`config.mk`:
```
export PLATFORM = sky130hd
export DESIGN_NAME = tone_detector
export DESIGN_NICKNAME = d
export VERILOG_FILES = /design/src/rtl/music_pkg.sv /design/src/rtl/edge_sync.sv /design/src/rtl/tone_detector.sv
export SDC_FILE = /design/constraint.sdc
export NUM_CORES = 1
export LEC_CHECK = 0
export ABC_AREA = 1
export ABC_CLOCK_PERIOD_IN_PS = 7400
export CORE_AREA = 2 2 119 121
export CTS_BUF_LIST = sky130_fd_sc_hd__clkbuf_16
export CTS_CLUSTER_SIZE = 24
export DETAILED_ROUTE_END_ITERATION = 16
export DIE_AREA = 0 0 121 123
export DONT_BUFFER_PORTS = 1
export PLACE_DENSITY = 0.61
export SYNTH_ARGS = -nofsm -noshare
export SYNTH_HDL_FRONTEND = slang
export SYNTH_HIERARCHICAL = 1
export SYNTH_SLANG_ARGS = --single-unit
export TNS_END_PERCENT = 50
```
`constraint.sdc`:
```
create_clock -name clk -period 7.4 [get_ports clk]
set_input_delay 0.37 -clock clk [delete_from_list [all_inputs] [get_ports clk]]
set_output_delay 0.37 -clock clk [all_outputs]
set_load 0.02 [all_outputs]
```
`src/rtl/music_pkg.sv`:
```
// Shared definitions for the square-wave audio blocks.
//   tone_state_e     : tone detector FSM states
//   CLK_HZ           : default system clock frequency
//   NOTE_A440_PERIOD : full period of A440 in CLK_HZ cycles (two equal half periods)
package music_pkg;

  typedef enum logic [1:0] {
    ST_IDLE   = 2'd0,
    ST_ARMED  = 2'd1,
    ST_TRACK  = 2'd2,
    ST_LOCKED = 2'd3
  } tone_state_e;

  localparam int CLK_HZ = 25_000_000;
  // Generators toggle every CLK_HZ/(2*f) cycles, so the full period is twice
  // the truncated half period: 2*28409 = 56818 at 25 MHz.
  localparam int NOTE_A440_PERIOD = 2 * (CLK_HZ / 880);

endpackage

```
`src/rtl/edge_sync.sv`:
```
// Three-flop synchronizer with a rising-edge strobe for an asynchronous
// 1-bit input.
//   clk   : sampling clock
//   rst_n : asynchronous active-low reset, clears all flops
//   d     : asynchronous input
//   rise  : one-cycle pulse, high while the synchronized input has just gone 0->1
module edge_sync (
  input  logic clk,
  input  logic rst_n,
  input  logic d,
  output logic rise
);

  logic s1;
  logic s2;
  logic s3;

  always_ff @(posedge clk or negedge rst_n) begin
    if (!rst_n) begin
      s1 <= 1'b0;
      s2 <= 1'b0;
      s3 <= 1'b0;
    end else begin
      s1 <= d;
      s2 <= s1;
      s3 <= s2;
    end
  end

  // s1/s2 resolve metastability; s3 is only the delayed copy for edge detection.
  assign rise = s2 & ~s3;

endmodule

```
`src/rtl/tone_detector.sv`:
```
// Measures the full period of a square-wave input in clk cycles, locks when
// consecutive periods agree within TOL, and flags a locked tone whose period
// is within TOL of NOTE_PERIOD.
//   clk, rst_n   : clock, asynchronous active-low reset
//   speaker_in   : asynchronous square wave
//   period       : last measured period (held while idle)
//   period_valid : one-cycle strobe when period updates
//   locked       : FSM is in LOCKED
//   note_match   : locked and last period within TOL of NOTE_PERIOD
//   silence      : FSM is in IDLE (no tone)
// Handshake: period_valid is a strobe with no ready/backpressure; period,
// locked and note_match update on the strobe cycle and hold until the next.
module tone_detector
  import music_pkg::*;
#(
  parameter int PERIOD_W    = 17,
  parameter int MAX_PERIOD  = 131071,
  parameter int TOL         = 64,
  parameter int LOCK_COUNT  = 4,
  parameter int NOTE_PERIOD = NOTE_A440_PERIOD
) (
  input  logic                clk,
  input  logic                rst_n,
  input  logic                speaker_in,
  output logic [PERIOD_W-1:0] period,
  output logic                period_valid,
  output logic                locked,
  output logic                note_match,
  output logic                silence
);

  localparam int MC_W = (LOCK_COUNT > 1) ? $clog2(LOCK_COUNT) : 1;
  localparam logic [PERIOD_W-1:0] MAX_C   = PERIOD_W'(MAX_PERIOD);
  localparam logic [PERIOD_W-1:0] NOTE_C  = PERIOD_W'(NOTE_PERIOD);
  localparam logic [PERIOD_W:0]   TOL_C   = (PERIOD_W+1)'(TOL);
  localparam logic [MC_W-1:0]     MC_LAST = MC_W'(LOCK_COUNT - 1);

  // One extra bit so the subtraction cannot wrap; the sign bit picks the magnitude.
  function automatic logic [PERIOD_W:0] abs_diff(input logic [PERIOD_W-1:0] a,
                                                 input logic [PERIOD_W-1:0] b);
    logic [PERIOD_W:0] d;
    d = {1'b0, a} - {1'b0, b};
    return d[PERIOD_W] ? (~d + (PERIOD_W+1)'(1)) : d;
  endfunction

  tone_state_e         state, state_n;
  logic [PERIOD_W-1:0] cnt, cnt_n;
  logic [PERIOD_W-1:0] prev, prev_n;
  logic [PERIOD_W-1:0] period_n;
  logic [MC_W-1:0]     match_cnt, match_n;
  logic                pv_n;
  logic                note_n;
  logic                rise;
  logic                timeout;
  logic                close;

  edge_sync u_sync (
    .clk  (clk),
    .rst_n(rst_n),
    .d    (speaker_in),
    .rise (rise)
  );

  // An edge arriving on the MAX_PERIOD cycle wins over the timeout.
  assign timeout = (state != ST_IDLE) && (cnt == MAX_C) && !rise;
  assign close   = (abs_diff(cnt, prev) <= TOL_C);

  always_ff @(posedge clk or negedge rst_n) begin
    if (!rst_n) begin
      state        <= ST_IDLE;
      cnt          <= '0;
      prev         <= '0;
      match_cnt    <= '0;
      period       <= '0;
      period_valid <= 1'b0;
      note_match   <= 1'b0;
    end else begin
      state        <= state_n;
      cnt          <= cnt_n;
      prev         <= prev_n;
      match_cnt    <= match_n;
      period       <= period_n;
      period_valid <= pv_n;
      note_match   <= note_n;
    end
  end

  always_comb begin
    state_n  = state;
    cnt_n    = cnt;
    prev_n   = prev;
    match_n  = match_cnt;
    period_n = period;
    pv_n     = 1'b0;

    // Hold on timeout so the idle counter never wraps past MAX_PERIOD.
    if (rise) begin
      cnt_n = PERIOD_W'(1);
    end else if (state != ST_IDLE && !timeout) begin
      cnt_n = cnt + PERIOD_W'(1);
    end

    case (state)
      ST_IDLE: begin
        if (rise) state_n = ST_ARMED;
      end
      ST_ARMED: begin
        if (rise) begin
          period_n = cnt;
          pv_n     = 1'b1;
          prev_n   = cnt;
          match_n  = '0;
          state_n  = ST_TRACK;
        end
      end
      ST_TRACK: begin
        if (rise) begin
          period_n = cnt;
          pv_n     = 1'b1;
          prev_n   = cnt;
          if (close) begin
            if (match_cnt == MC_LAST) begin
              state_n = ST_LOCKED;
              match_n = '0;
            end else begin
              match_n = match_cnt + MC_W'(1);
            end
          end else begin
            match_n = '0;
          end
        end
      end
      ST_LOCKED: begin
        if (rise) begin
          period_n = cnt;
          pv_n     = 1'b1;
          prev_n   = cnt;
          if (!close) begin
            state_n = ST_TRACK;
            match_n = '0;
          end
        end
      end
      default: state_n = ST_IDLE;
    endcase

    if (timeout) begin
      state_n = ST_IDLE;
      match_n = '0;
    end

    // Evaluated on the values being registered so it changes with the strobe.
    note_n = (state_n == ST_LOCKED) && (abs_diff(prev_n, NOTE_C) <= TOL_C);
  end

  assign locked  = (state == ST_LOCKED);
  assign silence = (state == ST_IDLE);

endmodule

```
Yosys cells after proc, flatten, opt, wreduce, memory -nomap -nowiden --
Index checks and enable logic that the tools add are counted.
Word-level totals: flip-flop bits (word level) 60, input port bits 3, output and inout port bits 21, word-level logic and storage cells 70
Operators by class: add/sub/neg operators 6, $lt $le $gt $ge 2, equal/unequal tests 10, multiplexer cells 25, bitwise gates (word level) 4, reductions and logical operators 13
Operators by type and width (number):
- $mux W17 | 4
- $add A18 B1 Y18 const B | 2
- $le A18 B7 Y1 const B | 2
- $mux W18 | 2
- $not A18 Y18 | 2
- $mux W2 | 15
- $sub A17 B16 Y18 const B | 1
- $sub A17 B17 Y18 | 1
- $add A17 B1 Y17 const B | 1
- $eq A17 B17 Y1 const B | 1
- $ne A3 B3 Y1 const B | 3
- $eq A2 B2 Y1 const B | 4
- $pmux W2 S4 | 1
- $pmux W2 S3 | 1
- $reduce_and A5 Y1 | 1
- $logic_and A1 B1 Y1 | 4
- $reduce_bool A2 Y1 | 2
- $reduce_bool A4 Y1 | 1
- $ne A3 B1 Y1 const B | 1
- $reduce_or A3 Y1 | 1
- $add A2 B1 Y2 const B | 1
- $eq A2 B1 Y1 const B | 1
- $logic_not A1 Y1 | 2
- $logic_not A2 Y1 | 1
- other kinds (4) | 5

Depth between registers and ports, before layout --
Gate-level depths: netlist (run 1).
depth in word-level cells 11, gate-level depth with buffers 26, gate-level depth less buffers 25

By module --
Netlist (run 1), hierarchy kept.
Modules (own cells, without submodules):
- tone_detector | times used 1, cells an instance 867, area an instance 5293.8 um^2, seq. area each 1426.4 um^2
- edge_sync | times used 1, cells an instance 5, area an instance 85.1 um^2, seq. area each 75.1 um^2

Worst setup path after synthesis (run 1) --
Ideal clock, no wire load.
path type register to register, start register cnt[0], end register match_cnt[0], data arrival time 2.647 ns, required time 7.283 ns, path slack 4.636 ns, stages on the path, launching flop included 23, period minus slack after synthesis 2.764 ns, path through dfrtp_1 inv_1 ha_1 inv_1 fa_1 nand2_1 nand2_1 nor2_1 nand3_1 nor2_1 nand3_1 nor2_1 nand3_1 nand2_1 nand3_1 nand2_1 inv_1 nor2_1 nand3_1 nand2_1 nand2_1 nand3_1 nand2_1
On the way: word-level cells in the longest chain between the ends 9, elaborated cells on any way between the ends 18
Ends and longest elaborated chain:
- start, declared | line tone_detector.sv:47 | logic [PERIOD_W-1:0] cnt, cnt_n;
- start signal, assigned | line tone_detector.sv:79 | cnt <= cnt_n;
- $sub A17 B17 Y18 | line tone_detector.sv:42 | d = {1'b0, a} - {1'b0, b};
- $not A18 Y18 | line tone_detector.sv:43 | return d[PERIOD_W] ? (~d + (PERIOD_W+1)'(1)) : d;
- $add A18 B1 Y18 | line tone_detector.sv:43
- $mux W18 | line tone_detector.sv:43
- $le A18 B7 Y1 | line tone_detector.sv:66 | assign close = (abs_diff(cnt, prev) <= TOL_C);
- $mux W2 | line tone_detector.sv:121 | if (close) begin
- $mux W2 | line tone_detector.sv:117 | if (rise) begin
- $pmux W2 S3 | line tone_detector.sv:103 | case (state)
- $mux W2 | line tone_detector.sv:147 | if (timeout) begin
- end signal, assigned | line tone_detector.sv:81 | match_cnt <= match_n;
- end, declared | line tone_detector.sv:50 | logic [MC_W-1:0] match_cnt, match_n;
Several ways; a longest one is shown, not always the timed one. The select of a mux whose other input is x is not followed. A chain may end at the register's enable or synchronous reset.

Worst setup path in the final report (run 1) --
start register u_sync.s2, end register note_match
On the way: word-level cells in the longest chain between the ends 9, elaborated cells on any way between the ends 18
Ends and longest elaborated chain:
- start, declared | line edge_sync.sv:15 | logic s2;
- start signal, assigned | line edge_sync.sv:21 | s2 <= 1'b0;
- start signal, assigned | line edge_sync.sv:25 | s2 <= s1;
- $and A1 B1 Y1 (*) | line edge_sync.sv:31 | assign rise = s2 & ~s3;
- net rise | line tone_detector.sv:53 | logic rise;
- $mux W17 | line tone_detector.sv:108, tone_detector.sv:117, tone_detector.sv:134
- $mux W17
- $sub A17 B16 Y18 | line tone_detector.sv:42
- $not A18 Y18 | line tone_detector.sv:43
- $add A18 B1 Y18 | line tone_detector.sv:43
- $mux W18 | line tone_detector.sv:43
- $le A18 B7 Y1 | line tone_detector.sv:153 | note_n = (state_n == ST_LOCKED) && (abs_diff(prev_n, NOTE_C) <= TOL_C);
- $logic_and A1 B1 Y1 (*) | line tone_detector.sv:153
- net note_n | line tone_detector.sv:52 | logic note_n;
- end signal, assigned | line tone_detector.sv:84 | note_match <= note_n;
- end, declared | line tone_detector.sv:28 | output logic note_match,
Mark *: on every way through the listed nets, which the timed path passes. The rest lies on a longest branch.

==> results of run 1 <==
[per-stage QoR]
stage	setup WS (ns)	cell area [µm²]	power (mW)	std cells	hold WS (ns)
global placement	3.79	5510	1.81	1040	0.0753
detailed placement	3.72	5510	1.81	1040	0.0751
finish	3.64	5850	2.24	1058	0.0664
floorplan	4.64	5380	1.55	872	0.0744
CTS	3.70	5850	2.26	1058	0.0580
global route	3.14	5850	2.52	1058	0.0552
[layer usage]
metal / up-vias / part of all wire [%]
met4: 0 / 1.6
li1: 2722 / -
met1: 2217 / 48
met2: 53 / 48
met3: 19 / 2.6
met5: - / 0
[power groups by stage]
stage	combinational (mW)	clock, mW	sequential, mW
after floorplan	1.14	0	0.402
after detailed placement	1.39	0	0.415
final	1.40	0.437	0.411
after global routing	1.65	0.457	0.415
after global placement	1.39	0	0.416
after CTS	1.40	0.444	0.410
[Yosys cell counts, types with 2 or more instances]
| cell | count | area [µm²] |
|---|---|---|
| a21oi_1 | 20 | 100 |
| a21oi_2 | 2 | 17.5 |
| a31oi_1 | 4 | 25.0 |
| buf_2 | 3 | 15.0 |
| buf_6 | 3 | 33.8 |
| buf_8 | 2 | 30.0 |
| clkbuf_1 | 3 | 11.3 |
| dfrtp_1 | 60 | 1500 |
| ha_1 | 22 | 275 |
| inv_1 | 128 | 480 |
| inv_2 | 9 | 33.8 |
| nand2_1 | 343 | 1290 |
| nand2_2 | 12 | 75.1 |
| nand2_4 | 5 | 56.3 |
| nand3_1 | 81 | 405 |
| nand3_2 | 4 | 40.0 |
| nand3b_1 | 5 | 37.5 |
| nand4_1 | 13 | 81.3 |
| nor2_1 | 77 | 289 |
| nor2_2 | 7 | 43.8 |
| nor2_4 | 4 | 45.0 |
| nor3_1 | 7 | 35.0 |
| nor4_1 | 2 | 12.5 |
| o21ai_0 | 21 | 105 |
| o21ai_2 | 7 | 61.3 |
| o21bai_1 | 3 | 22.5 |
| or2_2 | 2 | 12.5 |
| xnor2_1 | 4 | 35.0 |
| xor2_1 | 7 | 61.3 |
[sequential cells by signal (all words and copies together), names as in the netlist]
signal        count
cnt              17
period           17
prev             17
match_cnt         2
state             2
note_match        1
period_valid      1
u_sync/s1         1
u_sync/s2         1
u_sync/s3         1
[cell type report]
type	count	area, µm²	share of cell area, %
timing repair buffer	2	37.5	0.641
inverter	137	514	8.79
clock inverter	7	83.8	1.43
clock buffer	9	225	3.85
multi-input combinational	663	3270	55.8
sequential	60	1500	25.7
tap	180	225	3.85
[worst max-delay path, delay by kind of cell, from the launching register on]
family	cells	cell delay [ns]
DFF	1	0.36
and+or+nand+nor	12	2.00
buffers and inverters	3	0.53
AOI/OAI and AO/OA	2	0.44
xor gates and xnor gates	1	0.15
adders and majority gates	1	0.22
[timing repair]
item | CTS | global route
setup buffers | 0 | 0
hold buffers | 2 | 0
hold endpoints to repair | 60 | 0
endpoints found under the setup margin | 0 | 0
[kinds of logic after synthesis]
logic type / Yosys count / share of synthesized area (%)
xor+xnor: 11 / 1.79
flops: 60 / 27.9
simple gates: 566 / 46.0
fa+ha+maj: 23 / 5.49
compound gates: 62 / 7.21
mux: 1 / 0.209
buf+inv: 149 / 11.4
[worst max path at each step]
stage	start	end	slack (ns)
3_3_place_gp	u_sync/s3	note_match	3.79
3_5_place_dp	u_sync/s3	note_match	3.72
6_report	u_sync/s2	note_match	3.64
5_1_grt	u_sync/s2	note_match	3.14
4_1_cts	u_sync/s3	note_match	3.70
2_1_floorplan	cnt[0]	match_cnt[0]	4.64
==> run_results.csv, run 1 <==
group,metric,value,unit
timing,min_period_over_period,50.9,%
floorplanning,floorplan.die.width,121,µm
pwr,power.leakage,3.29,nW
final_layout,nNetsFinal,899,
synthesis,sequential_share_of_the_synthesized_area,27.9,%
global_routing,grt_first_pass_wirelength,23300,µm
clocking,clkSlewWorstSetupHoldPaths,0.05,ns
floorplanning,design.die.area,14900,µm²
global_routing,grt_most_used_layer,"met2",
pwr,power.switching,1.13,mW
route,drt_first_iter_violations,395,
setup_path,slowest_library_cell_on_the_worst_path,"nor2_2",
global_routing,met1_usage,25.7,%
min_path,min_delay_worst_endpoint,"u_sync/s1",
final_layout,filler_cell_count,1465,
global_routing,grt_antenna_before_repair,0,
synthesis,syn_avg_cell_area,6.17,µm²
floorplanning,core_area,13600,µm²
final_layout,most-common-layout-cells,"343 x nand2_1, 130 x inv_1, 81 x nand3_1",
floorplanning,initial_utilization,39.5,%
final_layout,final_core_utilization,43.0,%
route,remaining_drc_errors,0,
setup_path,max_stage_delay,0.65,ns
setup_path,worst_r2r_path_depth,19,
pwr,power.combinational.fraction,62.2,%
setup_path,timing.rr.start,"u_sync/s2",
final_layout,n_antenna_cell,0,
clocking,tritoncts_clock_tree,"built",
clocking,maximum_buffer_depth_of_the_clock_tree,2,
clocking,cts.sinks,60,
timing,worst_pin_slew,0.853,ns
placement,port_buffers,0,
final_layout,area_growth_syn_to_layout,8.82,%
global_routing,number_of_global_route_vias_before_repair,4837,
route,routed-via-count,5011,
setup_path,cp.arrival,4.03,ns
setup_path,cp.required,7.66,ns
floorplanning,placementRows,43,
final_layout,final_common_cell,"nand2_1",
synthesis,synth_cells,872,
synthesis,post_synthesis_async_set_or_reset_flop_share,100,%
placement,dp_hpwl,10700,µm
clocking,h-tree-depth,3,
global_routing,total_global_routing_track_utilization,19.6,%
setup_path,worst_setup_path_start_kind,"flip-flop",
outcome,status,"completed",
setup_path,critical_path_class,"flip-flop to flip-flop",
pwr,sw_frac_of_total,50.5,%
clocking,quantity_of_gates_resized_following_cts,0,
synthesis,yosys_warnings,6,
route,drt_pass1_iterations,6,
global_routing,grt_max_degree,61,
setup_path,path_common_cell,"nand2_1",
timing,worst_slew_margin_rel,43.1,%
pwr,p_per_area,383,nW/µm²
synthesis,dominantRegCellSynth,"dfrtp_1",
timing,grt_setup_unrepaired,"false",
pwr,cellInternalPower,1.11,mW
min_path,holdCritStartpoint,"speaker_in",
global_routing,grt_use_met3,2.49,%
route,totalWireLength,13500,µm
timing,tns,0,ns
setup_path,timing.reg2reg.setup_slack,3.64,ns
timing,timing.clock.skew,0.00651,ns
min_path,min_delay_path_depth,0,
pwr,reg_power_share,18.3,%
flow_run,cap_viol_max_count,0,
route,routedWlPerCell,12.8,µm
setup_path,cp_cell_instances,"inv_1 > nor2_2 > inv_2 > nand2_1 > nand2_1 > a21oi_2 > ha_1 > nand3_1 > nand2_1 > inv_2 > nand2_2 > nor2_2 > nor2_4 > nand2_1 > xnor2_1 > nand4_1 > a22oi_1 > nand3_1 > nor2_1",
pwr,power.ir.vdd_worst,0.136,mV
clocking,worst_skew_pair.late_latency,0.33,ns
setup_path,regToRegEndpoint,"note_match",
pwr,power.share.clock,19.5,%
clocking,total_cts_buffers,9,
global_routing,globalRoute.totalOverflow,0,
route,postRouteAntennaNets,0,
route,via_per_inst,4.74,
placement,routabilityCongestion,0.866,
floorplanning,fp.dieH,123,µm
min_path,hold_path.class,"primary input to flip-flop",
global_routing,gr-usage-met2,33.8,%
synthesis,synth.cell_area,5380,µm²
synthesis,count_of_flip_flops_with_a_built_in_enable_after_synthesis,0,
synthesis,synth_cell_type_count,41,
timing,timing_limited_maximum_frequency,266,MHz
timing,final_hold_viol_count,0,
floorplanning,floorplan.io_pins,24,
timing,final_setup_viols,0,
synthesis,ys_seq_elements,60,
timing,finalMaxSlewViolations,0,
final_layout,final_layout_size_suffix_gt1_share,8.09,%
timing,timing.final.crit_period,3.76,ns
setup_path,maximum_fanout_along_the_worst_path,23,
synthesis,postSynthNetCount,898,
setup_path,timing.critical_path.to_type,"flip-flop",
clocking,clock_tree.root_cell,"clkbuf_16",
Power figures use the tool's default switching activity.
==> run 2, diff against run 1 <==
--- a/config.mk
+++ b/config.mk
@@ -6,14 +6,14 @@
 export NUM_CORES = 1
 export LEC_CHECK = 0
 export ABC_AREA = 1
-export ABC_CLOCK_PERIOD_IN_PS = 7400
+export ABC_CLOCK_PERIOD_IN_PS = 3300
 export CORE_AREA = 2 2 119 121
 export CTS_BUF_LIST = sky130_fd_sc_hd__clkbuf_16
 export CTS_CLUSTER_SIZE = 24
 export DETAILED_ROUTE_END_ITERATION = 16
 export DIE_AREA = 0 0 121 123
 export DONT_BUFFER_PORTS = 1
-export PLACE_DENSITY = 0.61
+export PLACE_DENSITY = 0.63
 export SYNTH_ARGS = -nofsm -noshare
 export SYNTH_HDL_FRONTEND = slang
 export SYNTH_HIERARCHICAL = 1
==> constraint.sdc (replaced) <==
create_clock -name clk -period 3.3 [get_ports clk]
set_input_delay 0.165 -clock clk [delete_from_list [all_inputs] [get_ports clk]]
set_output_delay 0.165 -clock clk [all_outputs]
set_load 0.02 [all_outputs]
==> run 2 against run 1 <==
Net effect: combinational power up 150%; fmax up 26%; clock power up 130%; worst hold slack better by 0.28 ns; largest power group unchanged; highest routed layer unchanged.
==> run_results.csv, run 2 (same netlist as run 1, synthesis figures left out) <==
group,metric,value,unit
outcome,status,"completed",
route,totalWireLength,13600,µm
final_layout,stdcell_area,6170,µm²
setup_path,timing.critical_path.to_type,"flip-flop",
final_layout,most-common-layout-cells,"339 x nand2_1, 126 x inv_1, 74 x nand3_1",
placement,area_of_placed_instances,5690,µm²
setup_path,worst_setup_path_start_kind,"flip-flop",
global_routing,number_of_global_route_vias_before_repair,5077,
timing,worst_pin_slew,0.478,ns
floorplanning,placementRows,43,
floorplanning,floorplan.die.width,121,µm
global_routing,grt_first_pass_wirelength,23700,µm
route,drt_pass1_iterations,4,
final_layout,biggestRegsByFlops,"cnt: 17 flops, period: 17 flops, prev: 17 flops",
clocking,h-tree-depth,3,
clocking,tritoncts_clock_tree,"built",
timing,setup_ws,0.314,ns
final_layout,final_core_utilization,45.3,%
final_layout,final_layout_size_suffix_gt1_share,14.1,%
pwr,power.switching,2.75,mW
placement,port_buffers,0,
floorplanning,initial_utilization,39.5,%
route,via_per_inst,4.84,
timing,hold-worst-slack,0.348,ns
clocking,worst_skew_pair.late_latency,0.33,ns
global_routing,grt_antenna_before_repair,0,
placement,pre_cts_ws,-0.0431,ns
setup_path,timing.critical_path.buf_inv,3,
clocking,total_cts_buffers,9,
route,routed-via-count,5254,
timing,min_period_over_period,90.5,%
setup_path,path_common_cell,"nand2_1",
timing,final_setup_viols,0,
timing,timing_limited_maximum_frequency,335,MHz
route,postRouteAntennaNets,0,
flow_run,cap_viol_max_count,0,
global_routing,grt_use_met3,2.81,%
pwr,total_power,5.38,mW
setup_path,max_stage_delay,0.43,ns
global_routing,total_global_routing_track_utilization,19.8,%
timing,grt_setup_unrepaired,"true",
final_layout,filler_cell_count,1419,
route,drt_first_iter_violations,483,
pwr,reg_power_share,17.0,%
timing,final_hold_viol_count,0,
global_routing,grt_most_used_layer,"met2",
final_layout,final_common_cell,"nand2_1",
timing,finalMaxSlewViolations,0,
timing,worst_slew_margin_rel,68.0,%
route,routedWlPerCell,12.5,µm
floorplanning,floorplan.io_pins,24,
timing,tns,0,ns
pwr,power.ir.vdd_worst,0.343,mV
floorplanning,design.die.area,14900,µm²
global_routing,met1_usage,24.5,%
min_path,hold_path.class,"primary input to asynchronous set/reset pin",
final_layout,area_growth_syn_to_layout,14.7,%
clocking,cts.sinks,60,
global_routing,gr-usage-met2,34.7,%
clocking,clkSlewWorstSetupHoldPaths,0.06,ns
placement,routabilityCongestion,0.835,
pwr,power.share.clock,18.4,%
pwr,power.leakage,3.41,nW
floorplanning,core_area,13600,µm²
pwr,power.combinational.fraction,64.6,%
placement,dpl.cell_count,1064,
clocking,maximum_buffer_depth_of_the_clock_tree,2,
setup_path,cp.required,3.56,ns
setup_path,slowest_library_cell_on_the_worst_path,"fa_2",
placement,dp_hpwl,11100,µm
pwr,p_per_area,872,nW/µm²
timing,timing.final.crit_period,2.99,ns
final_layout,n_antenna_cell,0,
floorplanning,fp.dieH,123,µm
setup_path,cp_cell_instances,"inv_2 > ha_1 > inv_2 > fa_2 > inv_1 > nand2_1 > nor2_4 > nand3_2 > nor2_4 > nand3_2 > nor2_4 > nand2_1 > nand2_1 > nand3_1 > nand2_1 > nand3_2 > nor2_4 > nand3_2 > o21bai_1 > nand2_1 > nor2_1",
setup_path,cpLargestDelayFamily,"simple AND/OR/NAND/NOR gates",
global_routing,globalRoute.totalOverflow,0,
setup_path,maximum_fanout_along_the_worst_path,5,
global_routing,grt_max_degree,61,
setup_path,cp.arrival,3.25,ns
timing,timing.clock.skew,0.00772,ns
pwr,sw_frac_of_total,51.0,%
route,remaining_drc_errors,0,
setup_path,setup.worst_path.start,"cnt[0]",
setup_path,critical_path_class,"flip-flop to flip-flop",
final_layout,nNetsFinal,926,
pwr,cellInternalPower,2.64,mW
final_layout,finalNonFillerCells,1085,
clocking,clock_tree.root_cell,"clkbuf_16",
setup_path,timing.rr.start,"cnt[0]",
[run 2: changes by cell type in the layout (fill, tap and decap cells not counted), moves of 4 or more]
cell | before | now
nand3_2 | 4 | 11
nor2_2 | 7 | 13
nor2_1 | 77 | 67
buf_4 | 0 | 26
inv_1 | 130 | 126
nor2_4 | 4 | 8
nand3_1 | 81 | 74
nand2_2 | 12 | 16
nand2_1 | 343 | 339
[run 2: path summary, 6_finish.rpt]
kind / slack, ns / cells after the start / endpoint
worst min register to register: 0.37 / 0 / u_sync/s2
worst max register to register: 0.31 / 21 / note_match
worst min-delay path: 0.35 / 2 / period[1]
worst max-delay path: 0.31 / 21 / note_match
min in group clk: 0.37 / 0 / u_sync/s2
max in group asynchronous: 2.68 / 2 / match_cnt[1]
[run 2: worst reg2reg max path: cells and delay by family, from the launching register on]
kind / cells / cell delay [ns]
buffers and inverters: 3 / 0.22
adder cells (fa/ha/maj): 2 / 0.63
AND/OR/NAND/NOR: 15 / 1.55
flip-flops: 1 / 0.35
AO/OA/AOI/OAI: 1 / 0.14
[run 2: area by class of cell]
cell class                 instances  area, µm²  area share [%]
timing repair buffer              29        243            3.93
clock buffer                       9        225            3.65
multi-input combinational        663       3370            54.6
clock inverter                     7       92.6            1.50
sequential                        60       1500            24.3
inverter                         137        517            8.38
tap                              180        225            3.65
[run 2: what timing repair did]
item / CTS / global route
endpoints found under the hold margin: 61 / 0
setup endpoints to repair: 3 / 5
pin swaps: 0 / 8
resized for setup: 2 / 32
hold buffers: 3 / 0
buffers inserted: 0 / 2
[run 2: power by group through the flow]
stage / clock network, mW / logic [mW] / registers (mW)
final: 0.992 / 3.48 / 0.914
after global routing: 1.03 / 4.07 / 0.923
after CTS: 1.00 / 3.21 / 0.912
after detailed placement: 0 / 3.17 / 0.924
after global placement: 0 / 3.15 / 0.926
after floorplan: 0 / 2.57 / 0.902
[run 2: per-layer routing]
| metal | share of wire (%) | vias up | wire [µm] |
|---|---|---|---|
| li1 | - | 2774 | - |
| met1 | 45 | 2373 | 6090 |
| met2 | 49 | 81 | 6620 |
| met3 | 3.8 | 26 | 512 |
| met4 | 2.8 | 0 | 384 |
| met5 | 0 | - | 0 |
==> run 3, diff against run 2 <==
--- a/config.mk
+++ b/config.mk
@@ -7,13 +7,15 @@
 export LEC_CHECK = 0
 export ABC_AREA = 1
 export ABC_CLOCK_PERIOD_IN_PS = 3300
+export CELL_PAD_IN_SITES_DETAIL_PLACEMENT = 0
+export CELL_PAD_IN_SITES_GLOBAL_PLACEMENT = 1
 export CORE_AREA = 2 2 119 121
 export CTS_BUF_LIST = sky130_fd_sc_hd__clkbuf_16
 export CTS_CLUSTER_SIZE = 24
 export DETAILED_ROUTE_END_ITERATION = 16
 export DIE_AREA = 0 0 121 123
 export DONT_BUFFER_PORTS = 1
-export PLACE_DENSITY = 0.63
+export PLACE_DENSITY_LB_ADDON = 0.08
 export SYNTH_ARGS = -nofsm -noshare
 export SYNTH_HDL_FRONTEND = slang
 export SYNTH_HIERARCHICAL = 1
==> run 3 against run 2 <==
Net effect: clock skew about the same; via count increased by 0.67%; critical path depth increased by 1; flip-flop and latch count unchanged; clock power decreased by 19%; first-iteration DRC count decreased by 35%; clock-buffer cell count unchanged; global-route usage increased by 2.1 points; final cell count increased by 0.28%; power decreased by 4.3%; setup slack got worse by 0.0086 ns; critical path type unchanged; largest power group unchanged.
==> run_results.csv, run 3 (same netlist as run 1, synthesis figures left out) <==
group,metric,value,unit
setup_path,timing.rr.start,"cnt[0]",
setup_path,cp.required,3.52,ns
route,drt_first_iter_violations,312,
setup_path,cp.arrival,3.21,ns
clocking,clkSlewWorstSetupHoldPaths,0.05,ns
global_routing,met1_usage,27.9,%
placement,dp_hpwl,12400,µm
clocking,tritoncts_clock_tree,"built",
pwr,p_per_area,847,nW/µm²
route,postRouteAntennaNets,0,
route,drt_pass1_iterations,5,
final_layout,nNetsFinal,931,
pwr,power.leakage,3.41,nW
timing,worst_slew_margin_rel,63.5,%
flow_run,cap_viol_max_count,0,
pwr,power.ir.vdd_worst,0.305,mV
floorplanning,core_area,13600,µm²
global_routing,gr-usage-met2,39.0,%
placement,routabilityCongestion,0.861,
setup_path,setup.worst_path.start,"cnt[0]",
clocking,cts.sinks,60,
final_layout,biggestRegsByFlops,"cnt: 17 flops, period: 17 flops, prev: 17 flops",
final_layout,final_layout_size_suffix_gt1_share,12.6,%
timing,finalMaxSlewViolations,0,
clocking,h-tree-depth,3,
route,totalWireLength,15200,µm
clocking,worst_skew_pair.late_latency,0.33,ns
clocking,total_cts_buffers,9,
timing,grt_setup_unrepaired,"false",
clocking,clock_tree.root_cell,"clkbuf_16",
min_path,hold_path.class,"primary input to asynchronous set/reset pin",
setup_path,maximum_fanout_along_the_worst_path,4,
timing,worst_pin_slew,0.541,ns
final_layout,n_antenna_cell,0,
setup_path,slowest_library_cell_on_the_worst_path,"fa_2",
timing,timing.clock.skew,0.00814,ns
route,routed-via-count,5289,
setup_path,worst_setup_path_start_kind,"flip-flop",
timing,timing_limited_maximum_frequency,334,MHz
timing,timing.final.crit_period,2.99,ns
placement,port_buffers,0,
final_layout,area_growth_syn_to_layout,13.0,%
setup_path,path_common_cell,"nand2_1",
outcome,status,"completed",
route,via_per_inst,4.86,
timing,tns,0,ns
final_layout,most-common-layout-cells,"343 x nand2_1, 127 x inv_1, 78 x nand3_1",
setup_path,timing.critical_path.to_type,"flip-flop",
timing,final_setup_viols,0,
final_layout,final_common_cell,"nand2_1",
setup_path,cp_cell_instances,"inv_1 > ha_1 > inv_2 > fa_2 > inv_1 > nand2_1 > nor2_2 > nand3_1 > nor2_2 > nand3_2 > nor2_4 > nand3_1 > nand2_1 > nand2_1 > nand2_1 > nand2_1 > nor2_1 > nand3_1 > nand2_1 > nand2_1 > nand3_1 > nand2_1",
floorplanning,fp.dieH,123,µm
floorplanning,design.die.area,14900,µm²
timing,min_period_over_period,90.8,%
global_routing,grt_use_met3,2.12,%
floorplanning,placementRows,43,
global_routing,number_of_global_route_vias_before_repair,5140,
global_routing,grt_most_used_layer,"met2",
global_routing,grt_max_degree,61,
global_routing,grt_first_pass_wirelength,25500,µm
setup_path,max_stage_delay,0.43,ns
timing,final_hold_viol_count,0,
clocking,maximum_buffer_depth_of_the_clock_tree,2,
route,routedWlPerCell,14.0,µm
global_routing,globalRoute.totalOverflow,0,
timing,hold-worst-slack,0.352,ns
global_routing,total_global_routing_track_utilization,21.9,%
floorplanning,floorplan.die.width,121,µm
floorplanning,initial_utilization,39.5,%
global_routing,grt_antenna_before_repair,0,
route,remaining_drc_errors,0,
setup_path,critical_path_class,"flip-flop to flip-flop",
floorplanning,floorplan.io_pins,24,
-- run 3: cell count changes in the layout (fill, tap and decap cells not counted), moves of 3 or more --
cell      before  now
nand2_1      339  343
nand3_2       11    7
clkinv_1       0    3
buf_4         26   31
nand2_2       16   12
nand3_1       74   78
nor2_1        67   70
-- run 3: worst max-delay path: cells and delay by family, from the launching register on --
family	cells	cell delay (ns)
buffers and inverters	3	0.21
adder cells (fa/ha/maj)	2	0.63
flip-flops	1	0.37
AND/OR/NAND/NOR	17	1.63
-- run 3: repair_timing --
action	in CTS	in global routing
hold buffers	3	0
setup endpoints to repair	0	8
resized for setup	0	15
setup buffers	0	0
hold endpoints to repair	61	0
-- run 3: through the flow --
stage	cells	area [µm²]	utilization, %	total power, mW	setup slack (ns)
finish	1088	6080	44.7	5.15	0.305
floorplan	872	5380	-	3.47	0.536
global route	1088	6080	44.7	5.72	0.00336
CTS	1088	6030	44.3	5.07	0.132
detailed placement	1071	5740	42.2	4.24	0.143
global placement	1071	5740	42.2	4.22	0.212
-- run 3: where the power goes --
part	total, mW	internal [mW]	switching [mW]
logic	3.44	1.11	2.33
registers	0.902	0.806	0.0953
clock network	0.807	0.488	0.320
total	5.15	2.41	2.74
-- run 3: layer usage --
| metal | part of all wire (%) | wire (µm) |
|---|---|---|
| met5 | 0 | 0 |
| met4 | 2.0 | 309 |
| met3 | 2.0 | 305 |
| met2 | 49 | 7530 |
| met1 | 47 | 7080 |
-- run 3: layout make-up --
cell class,count,area (µm²)
multi-input cells,663,3310
clock buffers,9,225
fillers,1431,7530
inverters,137,514
well taps,180,225
flip-flops and latches,60,1500
repair buffers,34,280
clock inverters,5,21.3
-- run 3: worst paths after layout --
| path | endpoint | slack (ns) | cells after the start |
|---|---|---|---|
| min in group clk | u_sync/s2 | 0.35 | 0 |
| max reg2reg | match_cnt[1] | 0.31 | 22 |
| min reg2reg | u_sync/s2 | 0.35 | 0 |
| min | period[3] | 0.35 | 2 |
| max in group asynchronous | period[16] | 2.68 | 2 |
| max | match_cnt[1] | 0.31 | 22 |
